[src/rtl/mcdf_arbiter.sv]
// mcdf_arbiter
// Priority arbiter for the three-slave MCDF datapath. On a formatter id
// request it picks one requesting slave by priority, acknowledges it with a
// one-cycle pulse, presents the packet id/length to the formatter and then
// forwards exactly len+1 data words from that slave before re-arbitrating.
//
// Ports:
//   clk, rstn                 clock (rising edge), async active-low reset
//   slv_prios[5:0]            2-bit priority per slave, 0 highest
//   slv_reqs[2:0]             slave holds a complete packet
//   slv_vals[2:0]             slave data word valid
//   slv_datas[3*DW-1:0]       slave data, slave i at [DW*i +: DW]
//   slv_ids[23:0]             8-bit packet id per slave
//   slv_lens[23:0]            8-bit length per slave (len+1 words)
//   f2a_id_req                formatter ready for a new packet header
//   a2s_acks[2:0]             one-hot one-cycle grant
//   a2f_val, a2f_data         forwarded data word and its valid
//   a2f_id, a2f_len           header of the granted packet
//   a2f_busy                  high from grant until the last word
//
// Build option: define MCDF_ARB_RR_EN to break equal-priority ties
// round-robin starting after the last winner; otherwise the lowest slave
// index wins ties.

module mcdf_arbiter #(
    parameter int DW = 32
) (
    input  logic            clk,
    input  logic            rstn,
    input  logic [5:0]      slv_prios,
    input  logic [2:0]      slv_reqs,
    input  logic [2:0]      slv_vals,
    input  logic [3*DW-1:0] slv_datas,
    input  logic [23:0]     slv_ids,
    input  logic [23:0]     slv_lens,
    input  logic            f2a_id_req,
    output logic [2:0]      a2s_acks,
    output logic            a2f_val,
    output logic [DW-1:0]   a2f_data,
    output logic [7:0]      a2f_id,
    output logic [7:0]      a2f_len,
    output logic            a2f_busy
);

    typedef enum logic [1:0] {
        IDLE  = 2'd0,
        GRANT = 2'd1,
        XFER  = 2'd2
    } state_t;

    state_t          state;
    state_t          state_nxt;
    logic [1:0]      win;
    logic [1:0]      sel;
    logic [1:0]      last_winner;
    logic [1:0]      rr_start;
    logic [1:0]      min_prio;
    logic [2:0]      tie;
    logic            found;
    logic [7:0]      cnt;
    logic            win_val;
    logic [DW-1:0]   win_data;
    logic            start;
    logic            last_word;

    assign start     = f2a_id_req && (slv_reqs != 3'b000);
    assign last_word = win_val && (cnt == a2f_len);

    // Only the latched winner's valid/data are ever looked at.
    always_comb begin
        win_val  = 1'b0;
        win_data = '0;
        case (win)
            2'd0: begin
                win_val  = slv_vals[0];
                win_data = slv_datas[0 +: DW];
            end
            2'd1: begin
                win_val  = slv_vals[1];
                win_data = slv_datas[DW +: DW];
            end
            2'd2: begin
                win_val  = slv_vals[2];
                win_data = slv_datas[2*DW +: DW];
            end
            default: ;
        endcase
    end

    // Winner selection: find the best priority among requesters, then scan
    // the tied requesters starting from rr_start so the first hit wins.
    always_comb begin
        min_prio = 2'd3;
        tie      = 3'b000;
        sel      = 2'd0;
        found    = 1'b0;
`ifdef MCDF_ARB_RR_EN
        rr_start = (last_winner == 2'd2) ? 2'd0 : last_winner + 2'd1;
`else
        rr_start = 2'd0;
`endif
        for (int i = 0; i < 3; i++) begin
            if (slv_reqs[i] && (slv_prios[2*i +: 2] < min_prio)) begin
                min_prio = slv_prios[2*i +: 2];
            end
        end
        for (int i = 0; i < 3; i++) begin
            tie[i] = slv_reqs[i] && (slv_prios[2*i +: 2] == min_prio);
        end
        for (int k = 0; k < 3; k++) begin
            if (!found && tie[(int'(rr_start) + k) % 3]) begin
                sel   = 2'((int'(rr_start) + k) % 3);
                found = 1'b1;
            end
        end
    end

    always_ff @(posedge clk or negedge rstn) begin
        if (!rstn) begin
            state <= IDLE;
        end else begin
            state <= state_nxt;
        end
    end

    always_comb begin
        state_nxt = state;
        case (state)
            IDLE:    if (start) state_nxt = GRANT;
            GRANT:   state_nxt = XFER;
            XFER:    if (last_word) state_nxt = IDLE;
            default: state_nxt = IDLE;
        endcase
    end

    always_comb begin
        a2s_acks = 3'b000;
        if (state == GRANT) begin
            a2s_acks = 3'b001 << win;
        end
        a2f_busy = (state != IDLE);
    end

    // Header latch, word counter and registered data forwarding.
    always_ff @(posedge clk or negedge rstn) begin
        if (!rstn) begin
            win         <= 2'd0;
            a2f_id      <= 8'd0;
            a2f_len     <= 8'd0;
            cnt         <= 8'd0;
            last_winner <= 2'd2;
            a2f_val     <= 1'b0;
            a2f_data    <= '0;
        end else begin
            a2f_val <= 1'b0;
            case (state)
                IDLE: begin
                    if (start) begin
                        win     <= sel;
                        a2f_id  <= slv_ids[8*sel +: 8];
                        a2f_len <= slv_lens[8*sel +: 8];
                    end
                end
                GRANT: cnt <= 8'd0;
                XFER: begin
                    if (win_val) begin
                        a2f_val  <= 1'b1;
                        a2f_data <= win_data;
                        cnt      <= cnt + 8'd1;
                        if (cnt == a2f_len) begin
                            last_winner <= win;
                        end
                    end
                end
                default: ;
            endcase
        end
    end

endmodule
[config.mk]
export PLATFORM = sky130hd
export DESIGN_NAME = mcdf_arbiter
export DESIGN_NICKNAME = d
export VERILOG_FILES = /design/src/rtl/mcdf_arbiter.sv
export SDC_FILE = /design/constraint.sdc
export NUM_CORES = 1
export LEC_CHECK = 0
export ABC_AREA = 1
export BUFFER_PORTS_ARGS = -buffer_cell sky130_fd_sc_hd__buf_2
export CELL_PAD_IN_SITES_DETAIL_PLACEMENT = 1
export CELL_PAD_IN_SITES_GLOBAL_PLACEMENT = 2
export CORE_AREA = 2 2 97 169
export CTS_BUF_LIST = sky130_fd_sc_hd__clkbuf_2 sky130_fd_sc_hd__clkbuf_4 sky130_fd_sc_hd__clkbuf_8
export DETAILED_ROUTE_END_ITERATION = 8
export DIE_AREA = 0 0 99 171
export PLACE_DENSITY_LB_ADDON = 0.05
export RECOVER_POWER = 100
export SYNTH_ARGS = -nofsm -noshare
export SYNTH_HDL_FRONTEND = slang
export SYNTH_SLANG_ARGS = --single-unit
[constraint.sdc]
create_clock -name clk -period 4.35 [get_ports clk]
set_clock_uncertainty 0.05 [all_clocks]
set_input_delay 0.6525 -clock clk [delete_from_list [all_inputs] [get_ports clk]]
set_output_delay 0.6525 -clock clk [all_outputs]
set_load 0.1 [all_outputs]
-- Word level (Yosys, flattened, before mapping)
Index checks and enable logic that the tools add are counted.
- bits in registers: 61
- input port bits: 159
- add/sub/neg operators: 1
- magnitude comparators: 3
- equality and inequality tests: 11
- shift operators: 3
- multiplexer cells: 17
- reductions and logical operators: 21
- operators by type and width (cell ; number):
    one-hot mux 32 bit (3 select lines) ; 1
    indexed part select 24 x 6 -> 8 bit ; 2
    one-hot mux 8 bit (2 select lines) ; 1
    two-way mux 2 bit ; 6
    logical AND 1 bit ; 10
    adder 8 x 1 -> 8 bit (second input constant) ; 1
    equality test 8 bit ; 1
    two-way mux 8 bit ; 1
    AND reduction 2 bit ; 4
    equality test 2 bit ; 3
    inequality test 2 bit (second input constant) ; 3
    one-hot mux 2 bit (3 select lines) ; 1
    two-way mux 1 bit ; 5
    equality test 2 x 1 -> 1 bit (second input constant) ; 2
    equality test 2 bit (second input constant) ; 2
    zero test 2 bit ; 2
    < comparator 2 bit ; 2
    nonzero test 2 bit ; 2
    two-way mux 3 bit ; 1
    one-hot mux 1 bit (3 select lines) ; 1
    nonzero test 3 bit ; 1
    << shifter 1 x 2 -> 3 bit (first input constant) ; 1
    zero test 1 bit ; 2
    < comparator 2 bit (second input constant) ; 1

-- Longest topological paths before layout
- word-level depth: 19
- depth in mapped cells: 23
- depth with buffers taken out: 22

-- Worst setup path after synthesis
No wires, ideal clock.
- path type: register to output
- from: register state[1]
- to: output port a2s_acks[0]
- arrival: 2581 ps
- required time: 3648 ps
- setup slack: 1067 ps
- cell stages (with the launch flop): 4
- buffers on the path: 0
- cell sequence: dfrtp_1 -> inv_1 -> nand2_1 -> nor3_1
- cells in the longest elaborated chain, start to end: 2
- RTL lines (item ; line ; text):
    start: declaration ; 51 ; state_t state;
    start signal: assignment ; 122 ; state <= state_nxt;
    equality test 2 x 1 -> 1 bit ; 138 ; if (state == GRANT) begin
    two-way mux 3 bit ; 138 ;
    end: declaration ; 37 ; output logic [2:0] a2s_acks,
Every way passes these cells.

-- Worst setup path in the final report
- from: input port slv_prios[1]
- to: register a2f_len[2]
- cells in the longest elaborated chain, start to end: 19
- elaborated cells on any way between the ends: 24
- those cells by class: order compare (3); eq/ne (3); shift (1); mux (7); reduce/logical (10)
- RTL lines (item ; line ; text):
    start: declaration ; 30 ; input logic [5:0] slv_prios,
    < comparator 2 bit ; 103 ; if (slv_reqs[i] && (slv_prios[2*i +: 2] < min_prio)) begin
    logical AND 1 bit ; 103 ;
    two-way mux 2 bit ; 103 ;
    < comparator 2 bit ; 103 ;
    logical AND 1 bit ; 103 ;
    two-way mux 2 bit ; 103 ;
    < comparator 2 bit ; 103 ;
    logical AND 1 bit ; 103 ;
    (+3 left out) ; n/a ;
    two-way mux 1 bit ; 111 ; if (!found && tie[(int'(rr_start) + k) % 3]) begin
    zero test 1 bit ; 111 ;
    logical AND 1 bit ; 111 ;
    two-way mux 1 bit ; 111 ;
    zero test 1 bit ; 111 ;
    logical AND 1 bit ; 111 ;
    two-way mux 2 bit * ; 111 ;
    indexed part select 24 x 6 -> 8 bit * ; 161 ; a2f_len <= slv_lens[8*sel +: 8];
    end signal: assignment ; 161 ;
    end: declaration ; 41 ; output logic [7:0] a2f_len,
Every way passes the cells marked *; elsewhere a longest branch is shown, timed or not.
A chain may end at the register's enable or synchronous reset.

==> impl_metrics.json <==
{
  "vias": 4255,
  "floorplan.initialDensity": 0.243,
  "grtUsageTotal": 0.172,
  "core_area_um2": 15600,
  "place_area_um2": 4980,
  "hold_slack_ns": 0.435,
  "globalRouteOverflowTotal": 0,
  "synth_cell_types": 31,
  "cp_cell_sequence": "clkbuf_1 -> nand2_1 -> nand2_1 -> nor2_1 -> ha_1 -> nand2_1 -> nand2_1 -> nand2_1 -> o21ai_0 -> ha_1 -> nor2_1 -> nand2_4 -> nand2_1 -> nand2_1 -> nand2_1 -> inv_1 -> nor2_1 -> nand3_4 -> nor2_1 -> nor2_1 -> nand2_1 -> nand2_1",
  "vdd_drop_max_mv": 0.357,
  "drv_cap": 0,
  "cts_sinks": 61,
  "max_slew_margin": 0.0286,
  "p_leak_nw": 2.54,
  "synth_warnings": 0,
  "antenna_found_initial": 1,
  "synth_common_cells": "nand2_1 (173), nor2_1 (81), dfrtp_1 (61), nand3_1 (37), a41oi_1 (31)",
  "end_kind": "flip-flop",
  "fin_area_um2": 5080,
  "path_buf_inv": 2,
  "criticalPathCategory": "input pin to flip-flop",
  "switching_share": 0.653,
  "drtIter0Drc": 80,
  "htree_levels": 3,
  "netlist_area_um2": 3800,
  "post_cts_resized": 0,
  "fp.dieW_um": 99,
  "syn_inst": 512,
  "cp_slowest_cell": "nand3_4",
  "seqPwrFrac": 0.223,
  "row_count": 61,
  "intPower_mw": 1.54,
  "instances_no_fill": 906,
  "pwr-share-comb": 0.671,
  "vias_per_cell": 4.70,
  "finalCoreUtilization": 0.325,
  "synthesis.nets": 674,
  "syn_to_final_growth_pct": 33.8,
  "fmax_ghz": 0.282,
  "worstPathArrival_ns": 3.72,
  "ys_ff_latch": 61,
  "synth_area_leaders": "dfrtp_1 (40%), nand2_1 (17%), nor2_1 (8.0%), a41oi_1 (7.2%), nand3_1 (4.9%)",
  "max_stage_delay_ns": 0.37,
  "fin_ws_ns": 0.804,
  "critPathLaunchType": "input pin",
  "place_ws_ns": 0.566,
  "period_needed_ns": 3.55,
  "worst_skew_pair.late_latency_ns": 0.34,
  "placedCellCount": 892,
  "numPortBuffers": 211,
  "drtAntennaViolNets": 0,
  "power.total_mw": 4.44,
  "place.gp.congestion": 0.737,
  "dieArea_um2": 16900,
  "hold_buffers": 0,
  "yosysSeqAreaShare": 0.402,
  "grt_pass1_wl_um": 23100,
  "crit_fanout": 32,
  "finalNetCount": 876,
  "clkPwrFrac": 0.105,
  "drc": 0,
  "synthArstFlopShare": 1.00,
  "path_delay_family": "simple AND/OR/NAND/NOR gates",
  "p_sw_mw": 2.90,
  "setup_viol": 0,
  "status": "finished clean",
  "synth_edf_count": 0,
  "dr.pass1.iters": 5,
  "cts_buffer_depth": 2,
  "finalWirelength_um": 14300,
  "cts_tree": "done",
  "synth_top_area_frac": 0.402,
  "tightest_slew_ns": 1.46,
  "maxSlewViolCount": 0,
  "rsz0062_at_grt": "no",
  "detail_route.wl_per_cell_um": 15.8,
  "post-dp-hpwl_um": 10900,
  "finalHoldViolations": 0,
  "clk_pin_slew_ns": 0.07,
  "grt_pass1_vias": 4586,
  "period_share": 0.815,
  "cts-root-buf": "clkbuf_8",
  "fp.dieH_um": 171,
  "drive_gt1_frac": 0.292,
  "required_ns": 4.52,
  "synth_largest_area_cell": "dfrtp_1",
  "setup_tns_ns": 0,
  "cts_setup_buffers": 0,
  "crit_top_cell": "nand2_1",
  "synth.avg_cell_area_um2": 7.41,
  "numCtsBuffers": 9,
  "powerDensity_nw_per_um2": 875,
  "synth_most_common_cell": "nand2_1",
  "grt_max_degree": 68,
  "hold_class": "flip-flop to flip-flop",
  "synthFlopType": "dfrtp_1",
  "num_io_pins": 212
}
## cell type report
type / count / area, µm²
well taps: 189 / 236
flip-flops and latches: 61 / 1530
clock buffers: 12 / 165
clock inverters: 1 / 7.51
multi-input cells: 398 / 2010
inverters: 27 / 101
fillers: 2036 / 10600
diodes: 1 / 2.50
repair buffers: 217 / 1030
## layout by cell type (no fill, tap or decap)
| cell type | n |
|---|---|
| a21oi_1 | 3 |
| nor4_1 | 2 |
| o21ai_0 | 6 |
| ha_1 | 3 |
| o22ai_1 | 3 |
| inv_2 | 1 |
| nand2_2 | 14 |
| diode_2 | 1 |
| nand2_1 | 177 |
| nand3_4 | 1 |
| nand3_1 | 37 |
| clkinv_1 | 1 |
| clkbuf_8 | 12 |
| dfrtp_1 | 61 |
| nand2_8 | 1 |
| inv_1 | 25 |
| nor2_8 | 1 |
| and3_1 | 1 |
| nor2_1 | 79 |
| nor2_2 | 2 |
| buf_4 | 6 |
| nand2_4 | 2 |
| nand4_1 | 1 |
| xor2_1 | 12 |
| nor3_1 | 6 |
| a41oi_1 | 31 |
| a22oi_1 | 1 |
| clkbuf_1 | 55 |
| a31oi_1 | 2 |
| nand3_2 | 12 |
| clkinvlp_4 | 1 |
| xnor2_1 | 1 |
| buf_2 | 156 |
## registers in the layout (all words and copies together) (netlist names)
name	count
a2f_data	32
a2f_id	8
a2f_len	8
cnt	8
state	2
win	2
a2f_val	1
## power groups by stage
stage | sequential (mW) | clock (mW) | combinational (mW)
2_1_floorplan | 2.60 | 0 | 0.858
3_3_place_gp | 0.995 | 0 | 3.06
3_5_place_dp | 1.00 | 0 | 3.10
4_1_cts | 0.992 | 0.494 | 3.10
5_1_grt | 1.03 | 0.517 | 3.20
6_report | 0.993 | 0.468 | 2.98
## worst paths after layout
path	depth (start not counted)	to	slack, ns	start
worst max-delay path	22	a2f_len[2]	0.80	slv_prios[1]
worst min-delay path	2	a2f_id[0]	0.44	a2f_id[0]
worst max register to register	9	a2f_data[28]	1.51	win[0]
worst min register to register	2	a2f_id[0]	0.44	a2f_id[0]
max in group asynchronous	2	cnt[7]	2.40	rstn
min in group asynchronous	1	a2f_data[21]	0.59	rstn
## layer usage
metal	wire length (µm)	vias to the layer above	share of wire	global-route usage
li1	-	2082	-	-
met5	0	-	0	0
met2	7740	133	0.54	0.325
met3	669	18	0.047	0.0298
met4	286	0	0.020	0.0602
met1	5640	2022	0.39	0.189
## tightest hold or removal path, cell delays in order (launching register included)
cell and delay (ns):
dfrtp_1 0.35, nand2_1 0.05, nand2_1 0.05
## logic make-up after synthesis
| kind of cell | Yosys count | share of synthesized area |
|---|---|---|
| compound gates | 46 | 0.0936 |
| xor+xnor | 13 | 0.0300 |
| fa+ha+maj | 3 | 0.00989 |
| buf+inv | 53 | 0.0676 |
| flops | 61 | 0.402 |
| simple gates | 336 | 0.397 |
(Power assumes the default switching activity.)
